**config.mk**
```make
export PLATFORM = sky130hd
export DESIGN_NAME = myminimac_mdio_slave_flat
export DESIGN_NICKNAME = d
export VERILOG_FILES = /design/src/rtl/myminimac_mdio_slave_if.sv /design/src/rtl/myminimac_mdio_slave.sv /design/src/flat_wrapper.sv
export SDC_FILE = /design/constraint.sdc
export NUM_CORES = 1
export LEC_CHECK = 0
export CAP_MARGIN = 0
export CORE_MARGIN = 3
export CORE_UTILIZATION = 49
export DETAILED_ROUTE_END_ITERATION = 10
export HOLD_SLACK_MARGIN = 0.06
export PLACE_DENSITY = 0.83
export REMOVE_ABC_BUFFERS = 1
export SYNTH_ARGS = -nofsm -noshare
export SYNTH_HDL_FRONTEND = slang
export SYNTH_SLANG_ARGS = --single-unit
export TNS_END_PERCENT = 100
```
**constraint.sdc**
```tcl
create_clock -name sys_clk -period 2.1 [get_ports sys_clk]
set_clock_uncertainty 0.05 [all_clocks]
set_input_delay 0.42 -clock sys_clk [delete_from_list [all_inputs] [get_ports sys_clk]]
set_output_delay 0.42 -clock sys_clk [all_outputs]
set_load 0.01 [all_outputs]
```
**src/rtl/myminimac_mdio_slave_if.sv**
```systemverilog
// Signal bundle between the MDIO responder, the MDIO pad/master side and the PHY register bank.
interface myminimac_mdio_slave_if;
  logic        mdc_i;
  logic        mdio_i;
  logic        mdio_o;
  logic        mdio_oe;
  logic [4:0]  reg_addr;
  logic        reg_re;
  logic [15:0] reg_rdata;
  logic        reg_we;
  logic [15:0] reg_wdata;
  logic        frame_err;

  modport slave (
    input  mdc_i, mdio_i, reg_rdata,
    output mdio_o, mdio_oe, reg_addr, reg_re, reg_we, reg_wdata, frame_err
  );

  modport master (
    output mdc_i, mdio_i, reg_rdata,
    input  mdio_o, mdio_oe, reg_addr, reg_re, reg_we, reg_wdata, frame_err
  );
endinterface

```
**src/rtl/myminimac_mdio_slave.sv**
```systemverilog
// Clause 22 MDIO responder: oversamples MDC/MDIO in sys_clk, decodes frames and
// drives register-bank strobes and read data back onto MDIO.
module myminimac_mdio_slave #(
  parameter logic [4:0]  PHY_ADDR     = 5'd1,
  parameter int unsigned PREAMBLE_LEN = 32,
  parameter int unsigned SYNC_STAGES  = 2
) (
  input logic                   sys_clk,
  input logic                   sys_rst,
  myminimac_mdio_slave_if.slave bus
);

  localparam logic [2:0] ST_IDLE  = 3'd0;
  localparam logic [2:0] ST_ST    = 3'd1;
  localparam logic [2:0] ST_OP    = 3'd2;
  localparam logic [2:0] ST_PHYAD = 3'd3;
  localparam logic [2:0] ST_REGAD = 3'd4;
  localparam logic [2:0] ST_TA    = 3'd5;
  localparam logic [2:0] ST_DATA  = 3'd6;

  localparam logic [5:0] PRE_MIN = 6'(PREAMBLE_LEN);
  localparam logic [5:0] PRE_SAT = 6'd32;

  logic [SYNC_STAGES-1:0] mdc_sync_q, mdio_sync_q;
  logic                   mdc_prev_q;
  logic                   mdc_edge, mdio_s;

  logic [2:0]  state_q, state_d;
  logic [5:0]  pre_q, pre_d;
  logic [3:0]  cnt_q, cnt_d;
  logic        op_msb_q, op_msb_d;
  logic        is_read_q, is_read_d;
  logic        addressed_q, addressed_d;
  logic [4:0]  sh5_q, sh5_d;
  logic [15:0] shift_q, shift_d;
  logic        mdio_o_q, mdio_o_d;
  logic        mdio_oe_q, mdio_oe_d;
  logic [4:0]  reg_addr_q, reg_addr_d;
  logic [15:0] reg_wdata_q, reg_wdata_d;
  logic        reg_re_q, reg_re_d;
  logic        reg_we_q, reg_we_d;
  logic        frame_err_q, frame_err_d;
  logic        rdata_cap_q;

  assign mdc_edge = mdc_sync_q[SYNC_STAGES-1] & ~mdc_prev_q;
  assign mdio_s   = mdio_sync_q[SYNC_STAGES-1];

  always_comb begin
    state_d     = state_q;
    pre_d       = pre_q;
    cnt_d       = cnt_q;
    op_msb_d    = op_msb_q;
    is_read_d   = is_read_q;
    addressed_d = addressed_q;
    sh5_d       = sh5_q;
    shift_d     = shift_q;
    mdio_o_d    = mdio_o_q;
    mdio_oe_d   = mdio_oe_q;
    reg_addr_d  = reg_addr_q;
    reg_wdata_d = reg_wdata_q;
    reg_re_d    = 1'b0;
    reg_we_d    = 1'b0;
    frame_err_d = 1'b0;

    // Bank data lands two cycles after reg_re, long before the TA edges.
    if (rdata_cap_q) shift_d = bus.reg_rdata;

    if (mdc_edge) begin
      case (state_q)
        ST_IDLE: begin
          if (mdio_s) begin
            if (pre_q != PRE_SAT) pre_d = pre_q + 6'd1;
          end else if (pre_q >= PRE_MIN) begin
            state_d = ST_ST;
          end else begin
            pre_d = '0;
          end
        end
        ST_ST: begin
          if (mdio_s) begin
            state_d = ST_OP;
            cnt_d   = '0;
          end else begin
            frame_err_d = 1'b1;
            state_d     = ST_IDLE;
            pre_d       = '0;
          end
        end
        ST_OP: begin
          if (cnt_q == 4'd0) begin
            op_msb_d = mdio_s;
            cnt_d    = 4'd1;
          end else if (op_msb_q != mdio_s) begin
            is_read_d = op_msb_q;
            state_d   = ST_PHYAD;
            cnt_d     = '0;
          end else begin
            frame_err_d = 1'b1;
            state_d     = ST_IDLE;
            pre_d       = '0;
          end
        end
        ST_PHYAD: begin
          sh5_d = {sh5_q[3:0], mdio_s};
          cnt_d = cnt_q + 4'd1;
          if (cnt_q == 4'd4) begin
            addressed_d = ({sh5_q[3:0], mdio_s} == PHY_ADDR);
            state_d     = ST_REGAD;
            cnt_d       = '0;
          end
        end
        ST_REGAD: begin
          sh5_d = {sh5_q[3:0], mdio_s};
          cnt_d = cnt_q + 4'd1;
          if (cnt_q == 4'd4) begin
            reg_addr_d = {sh5_q[3:0], mdio_s};
            reg_re_d   = is_read_q & addressed_q;
            state_d    = ST_TA;
            cnt_d      = '0;
          end
        end
        ST_TA: begin
          cnt_d = cnt_q + 4'd1;
          if (is_read_q && addressed_q) begin
            if (cnt_q == 4'd0) begin
              mdio_oe_d = 1'b1;
              mdio_o_d  = 1'b0;
            end else begin
              mdio_o_d = shift_q[15];
              shift_d  = {shift_q[14:0], 1'b0};
            end
          end
          if (cnt_q == 4'd1) begin
            state_d = ST_DATA;
            cnt_d   = '0;
          end
        end
        ST_DATA: begin
          cnt_d = cnt_q + 4'd1;
          if (is_read_q) begin
            if (addressed_q) begin
              mdio_o_d = shift_q[15];
              shift_d  = {shift_q[14:0], 1'b0};
            end
          end else begin
            shift_d = {shift_q[14:0], mdio_s};
          end
          if (cnt_q == 4'd15) begin
            state_d = ST_IDLE;
            pre_d   = '0;
            cnt_d   = '0;
            if (is_read_q && addressed_q) begin
              mdio_oe_d = 1'b0;
              mdio_o_d  = 1'b1;
            end
            if (!is_read_q && addressed_q) begin
              reg_wdata_d = {shift_q[14:0], mdio_s};
              reg_we_d    = 1'b1;
            end
          end
        end
        default: begin
          state_d = ST_IDLE;
          pre_d   = '0;
        end
      endcase
    end
  end

  always_ff @(posedge sys_clk or posedge sys_rst) begin
    if (sys_rst) begin
      mdc_sync_q  <= '0;
      mdio_sync_q <= '1;
      mdc_prev_q  <= 1'b0;
      state_q     <= ST_IDLE;
      pre_q       <= '0;
      cnt_q       <= '0;
      op_msb_q    <= 1'b0;
      is_read_q   <= 1'b0;
      addressed_q <= 1'b0;
      sh5_q       <= '0;
      shift_q     <= '0;
      mdio_o_q    <= 1'b1;
      mdio_oe_q   <= 1'b0;
      reg_addr_q  <= '0;
      reg_wdata_q <= '0;
      reg_re_q    <= 1'b0;
      reg_we_q    <= 1'b0;
      frame_err_q <= 1'b0;
      rdata_cap_q <= 1'b0;
    end else begin
      mdc_sync_q  <= {mdc_sync_q[SYNC_STAGES-2:0], bus.mdc_i};
      mdio_sync_q <= {mdio_sync_q[SYNC_STAGES-2:0], bus.mdio_i};
      mdc_prev_q  <= mdc_sync_q[SYNC_STAGES-1];
      state_q     <= state_d;
      pre_q       <= pre_d;
      cnt_q       <= cnt_d;
      op_msb_q    <= op_msb_d;
      is_read_q   <= is_read_d;
      addressed_q <= addressed_d;
      sh5_q       <= sh5_d;
      shift_q     <= shift_d;
      mdio_o_q    <= mdio_o_d;
      mdio_oe_q   <= mdio_oe_d;
      reg_addr_q  <= reg_addr_d;
      reg_wdata_q <= reg_wdata_d;
      reg_re_q    <= reg_re_d;
      reg_we_q    <= reg_we_d;
      frame_err_q <= frame_err_d;
      rdata_cap_q <= reg_re_q;
    end
  end

  assign bus.mdio_o    = mdio_o_q;
  assign bus.mdio_oe   = mdio_oe_q;
  assign bus.reg_addr  = reg_addr_q;
  assign bus.reg_re    = reg_re_q;
  assign bus.reg_we    = reg_we_q;
  assign bus.reg_wdata = reg_wdata_q;
  assign bus.frame_err = frame_err_q;

endmodule
```
**src/flat_wrapper.sv**
```systemverilog
// flat-port wrapper written by rule: the top's interface ports become plain ports
module myminimac_mdio_slave_flat 
#(
  parameter logic [4:0]  PHY_ADDR     = 5'd1,
  parameter int unsigned PREAMBLE_LEN = 32,
  parameter int unsigned SYNC_STAGES  = 2
)
  (sys_clk, sys_rst, bus_mdc_i, bus_mdio_i, bus_reg_rdata, bus_mdio_o, bus_mdio_oe, bus_reg_addr, bus_reg_re, bus_reg_we, bus_reg_wdata, bus_frame_err);
  myminimac_mdio_slave_if bus_i ();
  input logic sys_clk;
  input logic sys_rst;
  input wire logic [$bits(bus_i.mdc_i)-1:0] bus_mdc_i;
  input wire logic [$bits(bus_i.mdio_i)-1:0] bus_mdio_i;
  input wire logic [$bits(bus_i.reg_rdata)-1:0] bus_reg_rdata;
  output wire logic [$bits(bus_i.mdio_o)-1:0] bus_mdio_o;
  output wire logic [$bits(bus_i.mdio_oe)-1:0] bus_mdio_oe;
  output wire logic [$bits(bus_i.reg_addr)-1:0] bus_reg_addr;
  output wire logic [$bits(bus_i.reg_re)-1:0] bus_reg_re;
  output wire logic [$bits(bus_i.reg_we)-1:0] bus_reg_we;
  output wire logic [$bits(bus_i.reg_wdata)-1:0] bus_reg_wdata;
  output wire logic [$bits(bus_i.frame_err)-1:0] bus_frame_err;
  assign bus_i.mdc_i = bus_mdc_i;
  assign bus_i.mdio_i = bus_mdio_i;
  assign bus_i.reg_rdata = bus_reg_rdata;
  assign bus_mdio_o = bus_i.mdio_o;
  assign bus_mdio_oe = bus_i.mdio_oe;
  assign bus_reg_addr = bus_i.reg_addr;
  assign bus_reg_re = bus_i.reg_re;
  assign bus_reg_we = bus_i.reg_we;
  assign bus_reg_wdata = bus_i.reg_wdata;
  assign bus_frame_err = bus_i.frame_err;
  myminimac_mdio_slave #(.PHY_ADDR(PHY_ADDR), .PREAMBLE_LEN(PREAMBLE_LEN), .SYNC_STAGES(SYNC_STAGES)) u_core (.sys_clk(sys_clk), .sys_rst(sys_rst), .bus(bus_i));
endmodule
```
; ---- Word level (Yosys, flattened, before mapping)
; Cells that the tools add are included.
[totals]
regBits = 68
in_bits = 20
output_inout_bits = 26
word_cells = 131
[classes]
addsub = 2
magnitude_cmp = 1
n_eq_ne = 28
n_mux = 56
bitwise = 5
n_reduce_logical = 20
[ops]
columns = op, count
row1 = 16-bit two-way mux, 6
row2 = 6-bit two-way mux, 7
row3 = 16-bit case mux with 2 select lines, 1
row4 = 6-bit case mux with 5 select lines, 1
row5 = 4-bit two-way mux, 6
row6 = 1-bit two-way mux, 21
row7 = 3-bit two-way mux, 7
row8 = 3-bit case mux with 7 select lines, 1
row9 = 4-bit case mux with 5 select lines, 1
row10 = 2-bit by 1-bit != test with 1-bit output (second input constant), 9
row11 = 8-bit AND reduction, 2
row12 = 3-bit AND reduction, 4
row13 = 4-bit AND reduction, 3
row14 = 3-bit == test (second input constant), 3
row15 = 2-bit != test (second input constant), 4
row16 = 6-bit by 1-bit adder with 6-bit output (second input constant), 1
row17 = 3-bit by 2-bit == test with 1-bit output (second input constant), 2
row18 = 6-bit >= comparator (second input constant), 1
row19 = 6-bit != test (second input constant), 1
row20 = 1-bit case mux with 2 select lines, 3
row21 = 6-bit AND reduction, 1
row22 = 5-bit by 1-bit == test with 1-bit output (second input constant), 1
row23 = 5-bit nonzero test, 1
row24 = 4-bit by 1-bit adder with 4-bit output (second input constant), 1
row25 = other kinds (19), 24

; ---- Logic depth before layout (Yosys ltp)
; Gate-level depths: netlist of the first run.
[depth]
depth_word = 6
mapped_depth = 8
mapped_depth_nobuf = 7

; ---- Least setup slack after synthesis of the first run
; OpenSTA, ideal clock, no wires.
[synth_timing]
path_kind = register to register
start = register u_core.state_q[0]
end = register u_core.reg_wdata_q[0], in the netlist u_core.bus.reg_wdata[0]
setup_ns = 0.128
arrival_time_ns = 1.616
t_required_ns = 1.922
setup_slack_ns = 0.307
path_stages_with_launch = 7
path_buffers = 1
period_less_slack_ns = 1.793
cell_sequence = dfrtp_1 -> inv_2 -> nand3_2 -> nor3_2 -> nor3b_4 -> buf_6 -> mux2_1
[synth_via]
elab_chain_cells = 2
[synth_rtl]
columns = element, line_no
row1 = "start, declared", myminimac_mdio_slave.sv:28  ; logic [2:0] state_q, state_d;
row2 = "start signal, assigned", myminimac_mdio_slave.sv:195  ; state_q <= state_d;
row3 = 3-bit == test, myminimac_mdio_slave.sv:69  ; case (state_q)
row4 = 4-bit AND reduction (no source line), n/a
row5 = "end signal, assigned", myminimac_mdio_slave.sv:206  ; reg_wdata_q <= reg_wdata_d;
row6 = "end, declared", myminimac_mdio_slave.sv:39  ; logic [15:0] reg_wdata_q, reg_wdata_d;
; No other way between the ends.
; A chain may end at the register's enable or synchronous reset.

; ---- Worst setup path in the final report of the first run
[layout_timing]
start = register u_core.cnt_q[0]
end = register u_core.cnt_q[2]
[layout_via]
elab_chain_cells = 3
elab_cells_between_ends = 12
cone_classes = add/sub (1) / eq/ne (4) / mux (5) / reduce/logical (2)
[layout_rtl]
columns = element, line_no
row1 = "start, declared", myminimac_mdio_slave.sv:30  ; logic [3:0] cnt_q, cnt_d;
row2 = "start signal, assigned", myminimac_mdio_slave.sv:197  ; cnt_q <= cnt_d;
row3 = "4-bit by 1-bit adder with 4-bit output, or another cell as far along", n/a
row4 = "4-bit two-way mux, or another cell as far along", myminimac_mdio_slave.sv:148  ; if (cnt_q == 4'd15) begin
row5 = 4-bit case mux with 5 select lines / 4-bit AND reduction (equally long branches), n/a
; Parallel ways exist; a longest one is shown, timed or not.

==> results of run 1 <==
[area by class of cell]
class	count	area share, %
clock inverter	4	1.792
multi-input combinational	201	35.37
sequential	68	42.11
tap	75	2.317
inverter	12	1.112
clock buffer	12	3.831
timing repair buffer	56	13.47
[metrics by stage]
stage	setup slack [ns]	power, mW	hold WS [ns]	util [%]	setup TNS (ns)
finish	0.1203	2.667	0.3021	65.69	0
global route	0.01461	2.782	0.3155	65.69	0
CTS	0.07122	2.698	0.3040	65.30	0
detailed placement	0.09218	1.484	0.2873	61.61	0
global placement	0.1353	1.480	0.2831	61.61	0
floorplan	-0.07655	1.417	0.2812	-	-4.975
[layer usage]
layer	part of all wire, %	GRT usage, %
met2	50	32.74
met4	1.2	5.997
met1	43	24.16
met3	5.9	5.866
met5	0	0
[placed cells by master (no fill, tap or decap), drive strengths merged, types with 2 or more instances in the layout]
cell type      instances
nor2                   9
nand3                 12
and2                   2
buf                   11
nand3b                 3
mux2i                 17
o211ai                 2
o21ai                 34
clkdlybuf4s50         45
a21oi                  7
o21a                   2
dfstp                  3
nand2                 33
and3                   3
bufinv                 2
a211oi                 2
and3b                  2
clkbuf                12
nand2b                 5
nor3b                  3
nor3                   9
dfrtp                 65
ha                     5
nor2b                  2
o31ai                  8
inv                   12
mux2                  26
[cell families after synthesis]
kind of cell | count (synthesis) | synth area share (%)
simple gates | 88 | 14.45
flops | 68 | 52.65
compound gates | 64 | 12.55
mux | 43 | 14.29
buf+inv | 26 | 3.862
fa+ha+maj | 5 | 1.931
xor+xnor | 1 | 0.2704
[power by group]
part | switching (mW) | total (mW) | internal (mW)
clock | 0.478 | 1.21 | 0.732
combinational | 0.0600 | 0.119 | 0.0588
sequential | 0.0145 | 1.34 | 1.32
[registers in the layout, summed over array words and instances (netlist names), 2 cells and up]
register              cells
u_core.pre_q              6
u_core.bus.reg_wdata     16
u_core.bus.reg_addr       5
u_core.shift_q           16
u_core.state_q            3
u_core.mdc_sync_q         2
u_core.cnt_q              4
u_core.sh5_q              4
u_core.mdio_sync_q        2
[critical path, delay by kind of cell, from the launching register on]
family | cells | cell delay, ns
AND/OR/NAND/NOR | 3 | 0.76
flip-flops | 1 | 0.44
adder cells (fa/ha/maj) | 1 | 0.21
AO/OA/AOI/OAI | 1 | 0.19
multiplexers | 1 | 0.17
buffers and inverters | 1 | 0.08
[path summary, 6_finish.rpt]
path	from	slack, ns	endpoint
setup / recovery	u_core.cnt_q[0]$_DFFE_PP0P_	0.12	u_core.cnt_q[2]$_DFFE_PP0P_
hold / removal	u_core.mdc_sync_q[0]$_DFF_PP0_	0.30	u_core.mdc_sync_q[1]$_DFF_PP0_
setup reg to reg	u_core.cnt_q[0]$_DFFE_PP0P_	0.12	u_core.cnt_q[2]$_DFFE_PP0P_
hold reg to reg	u_core.mdc_sync_q[0]$_DFF_PP0_	0.30	u_core.mdc_sync_q[1]$_DFF_PP0_
max in group asynchronous	sys_rst	1.32	u_core.bus.mdio_o$_DFFE_PP1P_
min in group asynchronous	sys_rst	0.39	u_core.shift_q[2]$_DFF_PP0_
[timing repair]
item                       4_1_cts  5_1_grt
hold endpoints to repair         0        0
resized for setup                0        4
setup endpoints to repair        0       21
==> run metrics, run 1 <==
status finished clean; Rows 28; worst min path class reg -> reg; I/O pins 46; largest net degree at the start of global routing 49; Vert. Die Dim 87.31 µm; Final #Nets between 300 and 400; Post-synth top cells dfrtp_1, nand2_1, o21ai_0; post-synthesis sequential area ratio approximately 53%; final WL roughly 6700 µm; Synth async-reset ratio between 90% and 100%; Max Freq 0.5051 GHz; clock root buffer clkbuf_8; PwrDens 658.6 mW/mm²; wire per inst between 15 and 20 µm; Tot GR Track Use 19.51%; ordered list of cells on the worst path inv_1, ha_1, or3b_1, nand2_1, o211ai_2, mux2i_1, nor3_1; Hold Fails Final Rpt 0; Worst EP required around 2.3 ns; CTS H-Tree Depth 3; Final Max Slew Viols 0; setup violators final 0; vias in the first global route 2,494; Syn Area/Cell roughly 11 µm²; max-cap viol count 0; vias per inst 5.671; initial antenna violation count 0; Worst R2R Path Depth 7; CTS tree built; first-pass GRT wire length about 12,000 µm; critical path's largest stage delay ~0.44 ns; Area growth, synth to finish 25.03%; maximum fanout along the worst path 8; Port-buffer cells 45; total CTS buffers 9; crit path max-delay cell type dfrtp_1; CP Class reg -> reg; TritonCTS Sinks between 60 and 70; Netlist cell types just over 50; post-synthesis cell count 295; # DRC 0; leakage power 1.711 nW; chip width ~87 µm; Placed Cells roughly 410; share of layout cells above drive strength 1 between 15 and 20%; Initial DRC Count about 120; # diodes 0; drt pass-1 iters 4; dpl cell area about 0.0038 mm²; RD Place Congestion 0.8608; maximum VDD drop roughly 650 µV; minimum clock period after layout a little under 2 ns; area leader, netlist dfrtp_1; area of the multi-input gates approximately 0.0014 mm²; ranking of synthesized cells by area dfrtp_1, mux2_2, mux2i_1; register bit total from synthesis slightly below 70; Die ar. about 0.0076 mm²; synthesized area ~0.0032 mm²; setup bufs post-CTS 0; CTS hold repair buffers 0; most common cell in the synthesized netlist dfrtp_1; final instance area 0.004050 mm²; clock latency on the worst-skew pair between 0.3 and 0.4 ns; Non-Filler Instances about 430; Max-slew headroom a little under three quarters; share of Yosys cell area claimed by the top area cell type between 50% and 60%; fin crit share 94.27%; CP Data Arrival Time around 2.2 ns; WHS Path Cells 0; type of destination of the critical path flip-flop; starting density of the core 52.54%; DR vias between 2,000 and 2,500; Ys Warns 0; register area about 0.0017 mm²; startpoint types flip-flop; top_reg_cell synth dfrtp_1; Clk pin slew, worst setup/hold paths roughly 0.070 ns; Core Area between 0.006 and 0.007 mm²; clock buffer depth 2; RSZ-0062 raised after global routing no; worst-margin pin slew ~0.43 ns; DRT antenna net count 0; fill cell count around 460; EDFF count, synth 0; post-DP HPWL about 4700 µm; total gr overflow 0
(Power assumes the default switching activity.)
==> inputs of run 2 (changes only) <==
- CAP_MARGIN: 0 -> 30
==> results of run 2 <==
Same layout as run 1: the final DEF is identical, and so are final timing and power.
==> inputs of run 3 (changes only) <==
- CTS_CLUSTER_DIAMETER: unset -> 60
==> results of run 3 <==
Same layout as run 1: the final DEF is identical, and so are final timing and power.
